### src/rtl/spatz_vlsu_agen.sv
// Vector load/store address generator: spreads the elements of one memory command
// round-robin over NrMemPorts request ports, throttles each port with a credit
// counter and pulses done_o once every issued request has been answered.
module spatz_vlsu_agen #(
    parameter int unsigned NrMemPorts    = 2,
    parameter int unsigned NrOutstanding = 8,
    parameter int unsigned AddrWidth     = 32,
    parameter int unsigned VlWidth       = 16
) (
    input  logic                            clk_i,
    input  logic                            rst_i,
    // Command
    input  logic                            cmd_valid_i,
    output logic                            cmd_ready_o,
    input  logic [AddrWidth-1:0]            cmd_base_i,
    input  logic [AddrWidth-1:0]            cmd_stride_i,
    input  logic                            cmd_strided_i,
    input  logic [1:0]                      cmd_vsew_i,
    input  logic [VlWidth-1:0]              cmd_vl_i,
    // Per-port memory requests
    output logic [NrMemPorts-1:0]           req_valid_o,
    input  logic [NrMemPorts-1:0]           req_ready_i,
    output logic [NrMemPorts*AddrWidth-1:0] req_addr_o,
    output logic [NrMemPorts*4-1:0]         req_strb_o,
    output logic [NrMemPorts*VlWidth-1:0]   req_elem_o,
    output logic [NrMemPorts-1:0]           req_last_o,
    // Per-port responses
    input  logic [NrMemPorts-1:0]           rsp_valid_i,
    // Status
    output logic                            busy_o,
    output logic                            done_o,
    output logic                            misaligned_o
);

    localparam int unsigned CredWidth = $clog2(NrOutstanding + 1);
    localparam logic [CredWidth-1:0] CredMax  = CredWidth'(NrOutstanding);
    localparam logic [AddrWidth-1:0] PortsA   = AddrWidth'(NrMemPorts);
    localparam logic [VlWidth-1:0]   PortsV   = VlWidth'(NrMemPorts);
    localparam logic [VlWidth:0]     PortsL   = (VlWidth+1)'(NrMemPorts);

    typedef enum logic [1:0] {StIdle, StIssue, StDrain} state_e;

    state_e                  state_q, state_d;
    logic [AddrWidth-1:0]    step_q, step_d;
    logic [1:0]              vsew_q, vsew_d;
    logic [VlWidth-1:0]      vl_q, vl_d;
    logic [AddrWidth-1:0]    addr_q [NrMemPorts];
    logic [AddrWidth-1:0]    addr_d [NrMemPorts];
    logic [VlWidth-1:0]      elem_q [NrMemPorts];
    logic [VlWidth-1:0]      elem_d [NrMemPorts];
    logic [CredWidth-1:0]    cred_q [NrMemPorts];
    logic [CredWidth-1:0]    cred_d [NrMemPorts];
    logic [NrMemPorts-1:0]   work_q, work_d;
    logic [NrMemPorts-1:0]   valid_q, valid_d;
    logic                    done_q, done_d;
    logic                    mis_q, mis_d;

    logic [NrMemPorts-1:0]   req_hs;
    logic [NrMemPorts-1:0]   last;
    logic [NrMemPorts-1:0]   port_mis;
    logic [NrMemPorts-1:0]   cred_full;

    assign req_hs = valid_q & req_ready_i;

    // Request payload decoded from the per-port unaligned address and element index.
    always_comb begin
        req_addr_o = '0;
        req_strb_o = '0;
        req_elem_o = '0;
        last       = '0;
        port_mis   = '0;
        cred_full  = '0;
        for (int p = 0; p < NrMemPorts; p++) begin
            req_addr_o[p*AddrWidth +: AddrWidth] = {addr_q[p][AddrWidth-1:2], 2'b00};
            req_elem_o[p*VlWidth +: VlWidth]     = elem_q[p];
            case (vsew_q)
                2'd0:    req_strb_o[p*4 +: 4] = 4'b0001 << addr_q[p][1:0];
                2'd1:    req_strb_o[p*4 +: 4] = addr_q[p][1] ? 4'b1100 : 4'b0011;
                default: req_strb_o[p*4 +: 4] = 4'b1111;
            endcase
            // Extra MSB keeps elem + NrMemPorts from wrapping near the top of the range.
            last[p]      = ({1'b0, elem_q[p]} + PortsL) >= {1'b0, vl_q};
            port_mis[p]  = ((vsew_q == 2'd1) && addr_q[p][0]) ||
                           ((vsew_q == 2'd2) && (addr_q[p][1:0] != 2'b00));
            cred_full[p] = (cred_q[p] == CredMax);
        end
    end

    assign req_valid_o  = valid_q;
    assign req_last_o   = last;
    assign cmd_ready_o  = (state_q == StIdle);
    assign busy_o       = (state_q != StIdle);
    assign done_o       = done_q;
    assign misaligned_o = mis_q;

    // Next-state: credits, command acceptance, per-port advance and completion.
    always_comb begin
        logic all_full;
        state_d  = state_q;
        step_d   = step_q;
        vsew_d   = vsew_q;
        vl_d     = vl_q;
        work_d   = work_q;
        done_d   = 1'b0;
        mis_d    = mis_q;
        valid_d  = '0;
        all_full = 1'b1;
        for (int p = 0; p < NrMemPorts; p++) begin
            addr_d[p] = addr_q[p];
            elem_d[p] = elem_q[p];
            cred_d[p] = cred_q[p];
            // A handshake and a response in the same cycle cancel out.
            case ({req_hs[p], rsp_valid_i[p]})
                2'b10:   cred_d[p] = cred_q[p] - CredWidth'(1);
                2'b01:   if (cred_q[p] != CredMax) cred_d[p] = cred_q[p] + CredWidth'(1);
                default: cred_d[p] = cred_q[p];
            endcase
            if (cred_d[p] != CredMax) all_full = 1'b0;
        end

        case (state_q)
            StIdle: begin
                if (cmd_valid_i) begin
                    mis_d  = 1'b0;
                    vsew_d = cmd_vsew_i;
                    vl_d   = cmd_vl_i;
                    step_d = cmd_strided_i ? cmd_stride_i : (AddrWidth'(1) << cmd_vsew_i);
                    // Empty or illegal-width commands complete without touching memory.
                    if (cmd_vl_i == '0 || cmd_vsew_i == 2'd3) begin
                        done_d = 1'b1;
                        work_d = '0;
                    end else begin
                        state_d = StIssue;
                        for (int p = 0; p < NrMemPorts; p++) begin
                            addr_d[p] = cmd_base_i + AddrWidth'(p) * step_d;
                            elem_d[p] = VlWidth'(p);
                            work_d[p] = (VlWidth+1)'(p) < {1'b0, cmd_vl_i};
                        end
                    end
                end
            end
            StIssue: begin
                for (int p = 0; p < NrMemPorts; p++) begin
                    if (req_hs[p]) begin
                        addr_d[p] = addr_q[p] + PortsA * step_q;
                        elem_d[p] = elem_q[p] + PortsV;
                        if (last[p])     work_d[p] = 1'b0;
                        if (port_mis[p]) mis_d     = 1'b1;
                    end
                end
                if (work_d == '0) state_d = StDrain;
            end
            StDrain: begin
                if (all_full) begin
                    state_d = StIdle;
                    done_d  = 1'b1;
                end
            end
            default: state_d = StIdle;
        endcase

        for (int p = 0; p < NrMemPorts; p++) begin
            valid_d[p] = (state_d == StIssue) && work_d[p] && (cred_d[p] != '0);
        end
    end

    // State and registered outputs, synchronous reset.
    always_ff @(posedge clk_i) begin
        if (rst_i) begin
            state_q <= StIdle;
            step_q  <= '0;
            vsew_q  <= '0;
            vl_q    <= '0;
            work_q  <= '0;
            valid_q <= '0;
            done_q  <= 1'b0;
            mis_q   <= 1'b0;
            for (int p = 0; p < NrMemPorts; p++) begin
                addr_q[p] <= '0;
                elem_q[p] <= '0;
                cred_q[p] <= CredMax;
            end
        end else begin
            state_q <= state_d;
            step_q  <= step_d;
            vsew_q  <= vsew_d;
            vl_q    <= vl_d;
            work_q  <= work_d;
            valid_q <= valid_d;
            done_q  <= done_d;
            mis_q   <= mis_d;
            for (int p = 0; p < NrMemPorts; p++) begin
                addr_q[p] <= addr_d[p];
                elem_q[p] <= elem_d[p];
                cred_q[p] <= cred_d[p];
            end
        end
    end

    // While a command is in flight every response must match a request. In IDLE,
    // responses orphaned by a reset are expected and silently dropped.
    excess_rsp_a : assert property (@(posedge clk_i) disable iff (rst_i)
        (state_q != StIdle) |-> ((rsp_valid_i & ~req_hs & cred_full) == '0))
        else $error("excess response on a port whose credits are already full");

endmodule

### config.mk
export PLATFORM = sky130hd
export DESIGN_NAME = spatz_vlsu_agen
export DESIGN_NICKNAME = d
export VERILOG_FILES = /design/src/rtl/spatz_vlsu_agen.sv
export SDC_FILE = /design/constraint.sdc
export NUM_CORES = 1
export LEC_CHECK = 0
export CORE_MARGIN = 4
export CORE_UTILIZATION = 50
export DETAILED_ROUTE_END_ITERATION = 16
export PLACE_DENSITY = 0.8
export SETUP_SLACK_MARGIN = 0.5
export SYNTH_ARGS = -nofsm -noshare
export SYNTH_HDL_FRONTEND = slang
export SYNTH_SLANG_ARGS = --single-unit
### constraint.sdc
create_clock -name clk_i -period 7.65 [get_ports clk_i]
set_clock_uncertainty 0.1 [all_clocks]
set_input_delay 2.295 -clock clk_i [delete_from_list [all_inputs] [get_ports clk_i]]
set_output_delay 2.295 -clock clk_i [all_outputs]
set_load 0.01 [all_outputs]
==> qor.csv <==
metric,value,unit
Synth Cell Area,0.01309,mm²
Fmax achieved,154.2,MHz
combinational fraction of design power,32.9,%
Leak,6.685,nW
DR WL/cell,19.26,µm
Final Cell Area,0.01540,mm²
fin nets,2055,
Worst EP required,5.26,ns
post-synth top area cell,dfxtp_1,
synth unique cells,73,
dominant cells by area after synthesis,"dfxtp_1 24%, ha_1 13%, a21oi_1 6.7%",
P_int,0.001790,W
crit share post-route,84.80,%
RSZ-0062 raised after global routing,false,
Cell Pwr Density,181.1,mW/mm²
Sequential Power Share,35.0,%
crit path launch type,flop,
Die ar.,0.02884,mm²
Max clock buf depth,2,
Gate Count Post-Synth,1743,
Worst R2R Setup Slack,3.56,ns
status,completed,
die width,169.8,µm
Setup CP Type,reg -> out,
placer congestion estimate,0.9625,
clk_lat worst skew,0.44,ns
final hold viol count,0,
power share of the clock group,32.1,%
cts-stage hold buffer count,0,
Slew HR,24.79,%
die height,169.8,µm
switching share of power,35.83,%
first-pass iteration count of the detailed router,5,
post-synth top area share,24.46,%
MaxCap Viol Count,0,
Placed Area,0.01481,mm²
"Max FO, Critical Path",7,
# fillers,2296,
Synth Flop Type,dfxtp_1,
"most common cell after layout, fill and taps aside",nand2_1,
Syn. warnings,0,
Vias,13190,
worst min path class,reg -> reg,
Final setup viols,0,
grt ovf,0,
WL final,41840,µm
DR top layer,met4,
Final min period,6.487,ns
I/O pin count,202,
metal2 WL,19760,µm
Synth Register Bits,160,
diode count,0,
Worst IR Drop VDD,151.6,µV
Worst EP arrival,4.09,ns
slowest CP cell,clkdlybuf4s50_1,
detailed-placement wirelength estimate,30600,µm
largest net degree at the start of global routing,78,
"Seq/Total Area, Yosys",24.46,%
vias in the first global route,12550,
ys async rst share,0,%
Port Buffer Count,196,
cell mode on critical path,and3_1,
worst slew pin tran,1.100,ns
fin util,60.46,%
DR DRC count,0,
total power,0.002789,W
Met3 Wirelength,3368,µm
clock sinks,160,
Core ar.,0.02547,mm²
number of enable flip-flop cells after synthesis,0,
CTS Root Cell,clkbuf_16,
sw power,0.0009994,W
CTS tree,done,
initial antenna violation count,0,
"commonest cells after routing, fill and taps aside","220 x nand2_1, 195 x clkdlybuf4s50_1, 176 x a21oi_1",
number of setup buffers added after CTS,0,
Worst path max stage delay,0.51,ns
Setup TNS,0,ns
CP endpoint kind,output port,
post-CTS sizing,0,
post-route ant nets,0,
Avg Inst Size Synth,7.512,µm²
"Reg clk slew, reported paths",0.07,ns
first-pass GRT wire length,65540,µm
Rows,58,
H-tree depth,4,
GRT Total Usage,27.95,%
Layout area overhead,17.61,%
Final Slew Violations,0,
share of post-route cells with drive strength above 1,3.746,%
Iteration-0 DRC Markers,1404,
TritonCTS buffer count,17,
vias per cell,6.074,
M1 WL,17390,µm
initial core utilization,51.40,%
worst path cell trace,ha_1 -> and3_1 -> nand3_1 -> nor2_1 -> and3_1 -> and3_1 -> and3_1 -> xor2_1 -> ha_1 -> nand3_1 -> o21ai_0 -> a31oi_1 -> o31ai_1 -> clkdlybuf4s50_1,
final timing paths:
check	from	end	cells past startpoint
setup / recovery	elem_q[0][1]$_SDFFE_PP0P_	req_last_o[0]	14
setup reg to reg	elem_q[0][1]$_SDFFE_PP0P_	req_valid_o[0]$_SDFF_PP0_	16
hold reg to reg	vl_q[5]$_SDFFE_PP0P_	vl_q[5]$_SDFFE_PP0P_	2
hold / removal	vl_q[5]$_SDFFE_PP0P_	vl_q[5]$_SDFFE_PP0P_	2
per-stage QoR:
stage / hold slack [ns] / std cells / setup slack [ns]
after floorplan: 0.3363 / 1747 / 2.008
after global placement: 0.3459 / 2140 / 1.267
after detailed placement: 0.3505 / 2140 / 1.103
after CTS: 0.3603 / 2172 / 1.139
after global routing: 0.3738 / 2172 / 0.8831
final: 0.3647 / 2172 / 1.163
layout make-up:
type | count | area [µm²] | area share (%)
Clock inverter | 13 | 150.1 | 0.9750
Sequential cell | 160 | 3203 | 20.80
Clock buffer | 19 | 442.9 | 2.876
Inverter | 65 | 244.0 | 1.584
Tap cell | 330 | 412.9 | 2.681
Multi-Input combinational cell | 1378 | 8905 | 57.82
Timing Repair Buffer | 207 | 2042 | 13.26
Yosys cell counts (all sizes together) (8+ instances only):
cell	n
nor2	162
clkbuf	73
a21o	66
mux2i	8
o21bai	12
a31oi	10
nand2	223
nand3	46
nand4	15
a21oi	178
a2111oi	9
nor3	41
buf	71
dfxtp	160
a22oi	14
inv	65
nand2b	8
o21ai	88
and2	36
and3	24
o31ai	13
a211oi	32
nor2b	21
ha	133
nor4	11
o211ai	15
xor2	40
xnor2	54
o21a	19
a311oi	19
a221oi	8
state kept, by name, summed over array words and instances (netlist names), 2 cells and up:
register and count:
elem_q 31, work_q 2, req_valid_o 2, addr_q 64
vsew_q 2, step_q 31, cred_q 8, vl_q 16
state_q 2
cells by family (layout without fill, tap and decap cells):
group	after synthesis	in the layout	synth area share [%]
AO/OA/AOI/OAI	524	524	26.33
XOR/XNOR	94	94	6.288
adder cells (fa/ha/maj)	136	136	13.17
buffers and inverters	209	304	7.855
flip-flops	160	160	24.46
multiplexers	8	8	0.6116
other	1	5	0.02864
AND/OR/NAND/NOR	611	611	21.26
layer usage:
metal / GRT usage [%] / up-vias
met1: 36.45 / 6146
met2: 47.70 / 621
met5: 0 / -
met3: 3.368 / 90
li1: - / 6335
met4: 10.01 / 0
power groups by stage:
| stage | Combinational [W] | Clock (W) | Sequential (W) |
|---|---|---|---|
| floorplan | 0.000639 | 0 | 0.000962 |
| global placement | 0.000876 | 0 | 0.000992 |
| detailed placement | 0.000897 | 0 | 0.000993 |
| CTS | 0.000907 | 0.000904 | 0.000975 |
| global route | 0.00101 | 0.000937 | 0.000983 |
| finish | 0.000918 | 0.000894 | 0.000977 |
worst max-delay path: cells and delay by family, from the launching register on:
| family | cells | cell delay, ns |
|---|---|---|
| buffers and inverters | 1 | 0.51 |
| flip-flops | 1 | 0.45 |
| AO/OA/AOI/OAI | 3 | 0.53 |
| adder cells (fa/ha/maj) | 2 | 0.48 |
| AND/OR/NAND/NOR | 7 | 1.54 |
| XOR/XNOR | 1 | 0.16 |
No activity file was read; power rests on OpenSTA's default activity.
